$ cat src/rtl/mul_long_unit.sv
// Iterative radix-2 shift-add multiplier for MUL/MLA and UMULL/SMULL/UMLAL/SMLAL.
// Drives the dual write ports of the register file: RdLo on port 3, RdHi on port 4.
module mul_long_unit #(
  parameter int WIDTH = 32,
  parameter int AW    = 4
) (
  input  logic             clk,
  input  logic             reset,
  input  logic             start,
  input  logic             is_long,
  input  logic             sgn,
  input  logic             acc,
  input  logic [WIDTH-1:0] src_a,
  input  logic [WIDTH-1:0] src_b,
  input  logic [WIDTH-1:0] acc_lo,
  input  logic [WIDTH-1:0] acc_hi,
  input  logic [AW-1:0]    rd_lo,
  input  logic [AW-1:0]    rd_hi,
  output logic             busy,
  output logic             done,
  output logic             illegal,
  output logic             we3,
  output logic             long,
  output logic [AW-1:0]    a3,
  output logic [AW-1:0]    a4,
  output logic [WIDTH-1:0] wd3,
  output logic [WIDTH-1:0] wd4
);

  localparam int PW = 2 * WIDTH;
  localparam logic [WIDTH-1:0] ONE_W = 1;
  localparam logic [PW-1:0]    ONE_P = 1;
  localparam logic [AW-1:0]    PC_ADDR = '1;
  localparam logic [5:0]       LAST_ITER = 6'd31;

  typedef enum logic [1:0] {IDLE, CALC, FIX, WB} state_t;

  state_t           state_q;
  logic [5:0]       cnt_q;
  logic [PW-1:0]    mcand_q;
  logic [WIDTH-1:0] mplier_q;
  logic [PW-1:0]    prod_q;
  logic             neg_q;
  logic             acc_q;
  logic             is_long_q;
  logic [WIDTH-1:0] acc_lo_q;
  logic [WIDTH-1:0] acc_hi_q;
  logic [AW-1:0]    rd_lo_q;
  logic [AW-1:0]    rd_hi_q;

  logic             busy_q;
  logic             done_q;
  logic             illegal_q;
  logic             we3_q;
  logic             long_q;
  logic [AW-1:0]    a3_q;
  logic [AW-1:0]    a4_q;
  logic [WIDTH-1:0] wd3_q;
  logic [WIDTH-1:0] wd4_q;

  logic             signed_d;
  logic [WIDTH-1:0] mag_a_d;
  logic [WIDTH-1:0] mag_b_d;
  logic [PW-1:0]    prod_d;
  logic [PW-1:0]    acc_word_d;
  logic [PW-1:0]    fix_d;
  logic             bad_d;

  // Magnitudes for signed long multiplies; 0x80000000 negates to itself and is
  // then read as an unsigned magnitude, which is exactly what we want.
  always_comb begin
    signed_d = is_long && sgn;
    mag_a_d  = src_a;
    mag_b_d  = src_b;
    if (signed_d && src_a[WIDTH-1]) mag_a_d = ~src_a + ONE_W;
    if (signed_d && src_b[WIDTH-1]) mag_b_d = ~src_b + ONE_W;
  end

  always_comb begin
    prod_d = prod_q;
    if (mplier_q[0]) prod_d = prod_q + mcand_q;
  end

  // Sign restore then accumulate; the carry out of the top bit falls away.
  always_comb begin
    acc_word_d = {(is_long_q ? acc_hi_q : {WIDTH{1'b0}}), acc_lo_q};
    fix_d      = prod_q;
    if (neg_q) fix_d = ~prod_q + ONE_P;
    if (acc_q) fix_d = fix_d + acc_word_d;
    bad_d = (rd_lo_q == PC_ADDR) || (is_long_q && (rd_hi_q == PC_ADDR));
  end

  always_ff @(posedge clk) begin
    if (reset) begin
      state_q   <= IDLE;
      cnt_q     <= '0;
      mcand_q   <= '0;
      mplier_q  <= '0;
      prod_q    <= '0;
      neg_q     <= 1'b0;
      acc_q     <= 1'b0;
      is_long_q <= 1'b0;
      acc_lo_q  <= '0;
      acc_hi_q  <= '0;
      rd_lo_q   <= '0;
      rd_hi_q   <= '0;
      busy_q    <= 1'b0;
      done_q    <= 1'b0;
      illegal_q <= 1'b0;
      we3_q     <= 1'b0;
      long_q    <= 1'b0;
      a3_q      <= '0;
      a4_q      <= '0;
      wd3_q     <= '0;
      wd4_q     <= '0;
    end else begin
      case (state_q)
        IDLE: begin
          if (start) begin
            state_q   <= CALC;
            busy_q    <= 1'b1;
            cnt_q     <= '0;
            mcand_q   <= {{WIDTH{1'b0}}, mag_a_d};
            mplier_q  <= mag_b_d;
            prod_q    <= '0;
            neg_q     <= signed_d && (src_a[WIDTH-1] ^ src_b[WIDTH-1]);
            acc_q     <= acc;
            is_long_q <= is_long;
            acc_lo_q  <= acc_lo;
            acc_hi_q  <= acc_hi;
            rd_lo_q   <= rd_lo;
            rd_hi_q   <= rd_hi;
          end
        end
        CALC: begin
          prod_q   <= prod_d;
          mcand_q  <= mcand_q << 1;
          mplier_q <= mplier_q >> 1;
          cnt_q    <= cnt_q + 6'd1;
          if (cnt_q == LAST_ITER) state_q <= FIX;
        end
        // Outputs are loaded here so they are visible throughout the WB cycle.
        FIX: begin
          state_q   <= WB;
          prod_q    <= fix_d;
          a3_q      <= rd_lo_q;
          a4_q      <= rd_hi_q;
          wd3_q     <= fix_d[WIDTH-1:0];
          wd4_q     <= fix_d[PW-1:WIDTH];
          done_q    <= 1'b1;
          illegal_q <= bad_d;
          we3_q     <= !bad_d;
          long_q    <= is_long_q && !bad_d;
        end
        WB: begin
          state_q   <= IDLE;
          busy_q    <= 1'b0;
          done_q    <= 1'b0;
          illegal_q <= 1'b0;
          we3_q     <= 1'b0;
          long_q    <= 1'b0;
        end
        default: state_q <= IDLE;
      endcase
    end
  end

  assign busy    = busy_q;
  assign done    = done_q;
  assign illegal = illegal_q;
  assign we3     = we3_q;
  assign long    = long_q;
  assign a3      = a3_q;
  assign a4      = a4_q;
  assign wd3     = wd3_q;
  assign wd4     = wd4_q;

endmodule
$ cat config.mk
export PLATFORM = sky130hd
export DESIGN_NAME = mul_long_unit
export DESIGN_NICKNAME = d
export VERILOG_FILES = /design/src/rtl/mul_long_unit.sv
export SDC_FILE = /design/constraint.sdc
export NUM_CORES = 1
export LEC_CHECK = 0
export CAP_MARGIN = 10
export CORE_UTILIZATION = 47
export DETAILED_ROUTE_END_ITERATION = 8
export GPL_TIMING_DRIVEN = 0
export HOLD_SLACK_MARGIN = 0.03
export MAX_ROUTING_LAYER = met4
export PLACE_DENSITY_LB_ADDON = 0.25
export REMOVE_ABC_BUFFERS = 1
export SLEW_MARGIN = 15
export SYNTH_ARGS = -nofsm -noshare
export SYNTH_HDL_FRONTEND = slang
export SYNTH_SLANG_ARGS = --single-unit
$ cat constraint.sdc
create_clock -name clk -period 4.9 [get_ports clk]
set_clock_uncertainty 0.05 [all_clocks]
set_input_delay 1.225 -clock clk [delete_from_list [all_inputs] [get_ports clk]]
set_output_delay 1.225 -clock clk [all_outputs]
set_load 0.05 [all_outputs]
==> results of run 1 <==
[flip-flops by register name (all words and copies together) (netlist names), 2 cells and up]
register / cells
mplier_q: 32
acc_lo_q: 32
rd_hi_q: 4
a3: 4
rd_lo_q: 4
wd4: 32
prod_q: 64
acc_hi_q: 32
a4: 4
mcand_q: 64
wd3: 32
state_q: 2
cnt_q: 6
[power by group]
part           total, mW  switching [mW]  internal (mW)
Sequential          3.36           0.351           3.01
Combinational       4.87            3.11           1.76
Clock               3.02            1.20           1.82
[layer usage]
metal / routed length (microns) / up-vias
li1: - / 11760
met5: 0 / -
met1: 38660 / 11590
met4: 1672 / 0
met3: 5527 / 119
met2: 35180 / 876
[critical path: cells and delay by family, from the launching register on]
kind | cells | cell delay (ps)
AOI/OAI and AO/OA | 7 | 1470
xor gates and xnor gates | 1 | 230
adders and majority gates | 1 | 280
buffers and inverters | 1 | 150
DFF | 1 | 340
muxes | 1 | 250
and+or+nand+nor | 6 | 2210
[final cells by class]
type	count	area (sq um)	area share [%]
diodes	3	7.507	0.02493
well taps	664	830.8	2.759
clock buffers	56	1172	3.894
multi-input cells	2573	17680	58.72
repair buffers	355	3582	11.90
inverters	62	239.0	0.7937
flip-flops and latches	320	6440	21.39
clock inverters	14	156.4	0.5194
[logic make-up after synthesis]
kind of cell | synth area share (%)
multiplexers | 1.998
XOR/XNOR | 8.877
flip-flops | 27.50
adder cells (fa/ha/maj) | 7.690
AO/OA/AOI/OAI | 27.66
AND/OR/NAND/NOR | 22.07
buffers and inverters | 4.216
[cell usage in the layout (no fill, tap or decap), types with 14 or more instances in the layout]
cell type        Yosys  layout
o21ai_1              5      14
a31oi_1             24      18
xnor2_2              0      16
buf_4                0     102
o21bai_1            27      26
and2_1              40      38
nand3_1             31      29
a21o_1              57      57
dfxtp_2              0      15
o211ai_1            39      39
nand2b_1            19      18
xor2_1              76      66
nor2b_1             21      19
clkdlybuf4s50_1      0     217
a22oi_1             77      75
clkbuf_16            0      41
ha_1               140     103
nand4_1             53      53
o21a_1              26      25
a21oi_1            348     318
mux2i_1             42      35
nor3_1              50      42
buf_6                0      17
a21oi_2              1      25
o31ai_1             33      20
xnor2_1            157     139
ha_4                 0      27
o221ai_1            15      14
nor2_1             265     256
inv_1               61      52
dfxtp_1            320     301
nand2_1            533     519
o21ai_0            213     187
and3_1              21      20
a211oi_1            40      28
[worst paths after layout]
| path | startpoint | to | slack, ps | cells after the start |
|---|---|---|---|---|
| min | mplier_q[14]$_SDFFE_PP0P_ | mplier_q[14]$_SDFFE_PP0P_ | 400 | 2 |
| max reg2reg | prod_q[13]$_SDFFE_PP0P_ | prod_q[63]$_SDFFE_PP0P_ | -240 | 17 |
| min reg2reg | mplier_q[14]$_SDFFE_PP0P_ | mplier_q[14]$_SDFFE_PP0P_ | 400 | 2 |
| max | prod_q[13]$_SDFFE_PP0P_ | prod_q[63]$_SDFFE_PP0P_ | -240 | 17 |
[what timing repair did]
item	CTS	global route
setup buffers	71	53
hold endpoints to repair	0	0
setup endpoints to repair	75	79
resized for setup	220	156
pin swaps	91	110
==> results.cfg, run 1 <==
[flow_run]
drv_cap = 0

[sta]
setup_viol = 26
hold_ws_ps = 400.4
setup_ws_ps = -243.7
fin_crit_sh_pct = 105.0
final_hold_viol_count = 0
rsz0062_at_grt = true
relSlewSlack_pct = 28.45
fmax_mhz = 194.4
period_minus_slack_ps = 5144
setup-tns-final_ps = -2708
worst_pin_slew_ps = 1060
slew_violations = 0

[yosys]
synth_top_area_cell = dfxtp_1
ys_seq_elements = 320
synth_edf_count = 0
synth_area_sq_mm = 0.02330
synthArstFlopShare_pct = 0
ys_types = 90
synth_most_common_cell = nand2_1
synth_ff_type = dfxtp_1
synth_seq_area_share_pct = 27.50
avgSynthCellArea_sq_um = 7.403
synth_cells = 3147
synth_area_leaders = dfxtp_1 27%, nand2_1 8.6%, ha_1 7.5%, a21oi_1 7.5%, xnor2_1 5.9%
synth_warnings = 0
synth_common_cells = 533 x nand2_1, 348 x a21oi_1, 320 x dfxtp_1, 265 x nor2_1, 213 x o21ai_0
synth_top_area_share_pct = 27.50

[finish]
design_area_sq_mm = 0.03011
areaGrowthSynthToFinish_pct = 29.23
drive_gt1_share_pct = 15.06
num-fill-cells = 4312
layout.nets = 3635
layout.cells.non_filler = 4047
finish.utilization_pct = 61.51

[clock_network]
hold_buffers = 0
cts_sinks = 320
insertion_delay_ps = 570
clk_pin_slew_ps = 60
cts_max_path_buffers = 3
cts_tree = yes
numCtsBuffers = 39
htreeDepth = 2
cts-root-buf = clkbuf_16

[worst_setup_path]
crit_slowest_cell = or4_4
max_stage_delay_ps = 530
cp_cell_sequence = or4_4, or4_4, nor3_4, buf_6, nand3_4, or4_4, o41ai_4, xnor2_2, ha_4, a21o_1, a21oi_2, o21bai_2, a221o_2, a31oi_4, mux2i_1, o211ai_1, or3_1
path_class = register to register
crit_fanout = 5
required_ps = 5290
arrival_ps = 5530
end_kind = register
startpoint_type = register
crit_top_cell = or4_4

[detailed_routing]
drt_wl_total_mm = 81.03
via_per_inst = 6.014
ant_nets = 0
dr.pass1.iters = 6
vias = 24340
drc = 0
drt_iter0_drc = 1993
wl_per_cell_microns = 20.02

[min_path]
hp-class = register to register

[power_and_ir_drop]
ir_drop_uv = 313.7
cellLeakagePower_nw = 11.74
p_total_mw = 11.25
power_density_mw_per_mm2 = 373.7

[outcome]
status = finished with violations
violations = negative setup slack

[die]
core_area_sq_mm = 0.04895
rows = 81
die_h_microns = 224.6
ioPinCount = 219
start_util_pct = 47.60
die_x_microns = 224.6
dieArea_sq_mm = 0.05047

[global_routing]
grt-ovfl-total = 0
grt_use_met1_pct = 45.35
antenna_found_initial = 3
track_usage_pct = 31.65
first_global_vias = 22130
grt_start_max_net_pins = 125
grt_pass1_wl_mm = 123.8
gr-max-usage-layer = met2
grtUsageMet2_pct = 46.88
grt_use_met3_pct = 4.298

[placed_design]
dp_slack_ps = -1471
place_area_sq_mm = 0.02605
dp_cells = 3853
io_buffers = 218
place_congestion = 0.9535
hpwl_mm = 58.57
(Power assumes the default switching activity.)
==> inputs of run 2 (changes only) <==
--- a/config.mk
+++ b/config.mk
@@ -11,7 +11,7 @@
 export GPL_TIMING_DRIVEN = 0
 export HOLD_SLACK_MARGIN = 0.03
 export MAX_ROUTING_LAYER = met4
-export PLACE_DENSITY_LB_ADDON = 0.25
+export PLACE_DENSITY = 0.67
 export REMOVE_ABC_BUFFERS = 1
 export SLEW_MARGIN = 15
 export SYNTH_ARGS = -nofsm -noshare
==> results.cfg, run 2 (synthesis results as in run 1) <==
[power_and_ir_drop]
ir_drop_uv = 388.7
p_sw_mw = 4.613
power_density_mw_per_mm2 = 374.8
share_comb_of_total_power_pct = 43.1
p_seq_share_pct = 30.0
cellLeakagePower_nw = 11.56
intPower_mw = 6.571
clkPwrFrac_pct = 26.9
p_sw_share_pct = 41.25

[clock_network]
cts_max_path_buffers = 3
cts_sinks = 320
cts-root-buf = clkbuf_16
htreeDepth = 2
cts_tree = yes
numCtsBuffers = 37
hold_buffers = 0
insertion_delay_ps = 570
clk_pin_slew_ps = 60

[finish]
areaGrowthSynthToFinish_pct = 28.07
reg_top3 = mcand_q: 64 flops, prod_q: 64 flops
antenna_cells = 0
finish.utilization_pct = 60.96
register_area_sq_mm = 0.006439
final_common_cell = nand2_1
num-fill-cells = 4492
mostFrequentLayoutCells = 521 x nand2_1, 320 x a21oi_1, 302 x dfxtp_1, 254 x nor2_1, 217 x clkdlybuf4s50_1
multi_input_area_sq_mm = 0.01752
layout.cells.non_filler = 4029
layout.nets = 3621
drive_gt1_share_pct = 14.09

[sta]
worst_pin_slew_ps = 1110
fin_crit_sh_pct = 105.6
rsz0062_at_grt = true
setup_ws_ps = -274.2
hold_ws_ps = 400.1
period_minus_slack_ps = 5174
final_hold_viol_count = 0
setup_viol = 28
slew_violations = 0
relSlewSlack_pct = 25.80
fmax_mhz = 193.3

[global_routing]
track_usage_pct = 31.55
antenna_found_initial = 0
first_global_vias = 21900
grt_pass1_wl_mm = 123.5
grt_start_max_net_pins = 129
grt-ovfl-total = 0

[worst_setup_path]
cp.depth = 18
r2r_start = prod_q[13]$_SDFFE_PP0P_
crit_buf_inv = 2
r2r_setup_slack_ps = -270
required_ps = 5280
timing.rr.end = prod_q[59]$_SDFFE_PP0P_
crit_slowest_cell = or4_4
path_class = register to register
rr_worst_depth = 18
crit_top_cell = or4_4
startpoint_type = register
arrival_ps = 5550
path_delay_family = simple AND/OR/NAND/NOR gates
crit_fanout = 5
cp_cell_sequence = or4_4, or4_4, nor3_4, buf_12, nand3_4, or4_4, buf_6, o31ai_4, xnor2_4, ha_4, nand2_2, or3_4, or4_4, nor3_4, nor2b_2, mux2_4, a21oi_4, o21ai_1
cp-endpoint = prod_q[59]$_SDFFE_PP0P_
end_kind = register
worstSetupStartpoint = prod_q[13]$_SDFFE_PP0P_
max_stage_delay_ps = 530

[detailed_routing]
wl_per_cell_microns = 20.04
drt_wl_total_mm = 80.73
drc = 0
vias = 24150
dr.pass1.iters = 6
via_per_inst = 5.994
drt_iter0_drc = 2006
ant_nets = 0

[placed_design]
dp_cells = 3854
place_congestion = 0.9701
hpwl_mm = 59.40
io_buffers = 218

[die]
die_h_microns = 224.6
dieArea_sq_mm = 0.05047
rows = 81
ioPinCount = 219
die_x_microns = 224.6
core_area_sq_mm = 0.04895
start_util_pct = 47.60

[flow_run]
drv_cap = 0

[outcome]
violations = negative setup slack
status = finished with violations

[min_path]
hp-class = register to register
min_from = acc_hi_q[0]$_SDFFE_PP0P_
run 2: through the flow:
step | setup TNS (ps) | area (sq um) | worst slack (ps) | power (mW)
final | -3427 | 29840 | -274.2 | 11.18
after global routing | -7022 | 29840 | -360.4 | 11.76
after CTS | -1603 | 28840 | -151.1 | 11.01
after detailed placement | -49120 | 26060 | -1474 | 7.756
after global placement | -1846810 | 25560 | -12710 | 7.451
after floorplan | -138510 | 22550 | -1520 | 6.019
run 2: worst min-delay path by stage:
stage / to / depth (start not counted)
finish: acc_hi_q[0]$_SDFFE_PP0P_ / 2
global route: mplier_q[17]$_SDFFE_PP0P_ / 2
CTS: acc_hi_q[0]$_SDFFE_PP0P_ / 2
detailed placement: acc_hi_q[19]$_SDFFE_PP0P_ / 2
global placement: mplier_q[29]$_SDFFE_PP0P_ / 2
floorplan: mplier_q[2]$_SDFFE_PP0P_ / 2
run 2: tightest hold or removal path: stages (launching register included):
cell and delay [ps]:
dfxtp_1 300, nand2_1 50, a21oi_1 50
run 2: area by class of cell:
class	instances	share of cell area [%]
multi-input combinational	2573	58.72
timing repair buffer	343	11.73
clock buffer	49	3.631
tap	664	2.784
sequential	320	21.58
clock inverter	18	0.7757
inverter	62	0.7841
run 2: what timing repair did:
item,CTS,global route
pin swaps,54,59
endpoints found under the setup margin,78,76
setup buffers,61,49
resized for setup,203,135
run 2: per-layer routing:
| metal | vias up | part of all wire (%) | wire length [microns] | GRT usage (%) |
|---|---|---|---|---|
| li1 | 11730 | - | - | - |
| met1 | 11470 | 48 | 39120 | 45.83 |
| met2 | 850 | 43 | 34820 | 46.33 |
| met3 | 98 | 6.4 | 5164 | 3.240 |
| met4 | 0 | 2.0 | 1623 | 7.944 |
| met5 | - | 0 | 0 | - |
run 2: power by group through the flow:
| stage | combinational, mW | clock, mW | sequential (mW) |
|---|---|---|---|
| after floorplan | 2.34 | 0 | 3.68 |
| after global placement | 4.03 | 0 | 3.42 |
| after detailed placement | 4.36 | 0 | 3.40 |
| after CTS | 4.60 | 3.06 | 3.35 |
| after global routing | 5.19 | 3.16 | 3.41 |
| final | 4.82 | 3.01 | 3.36 |
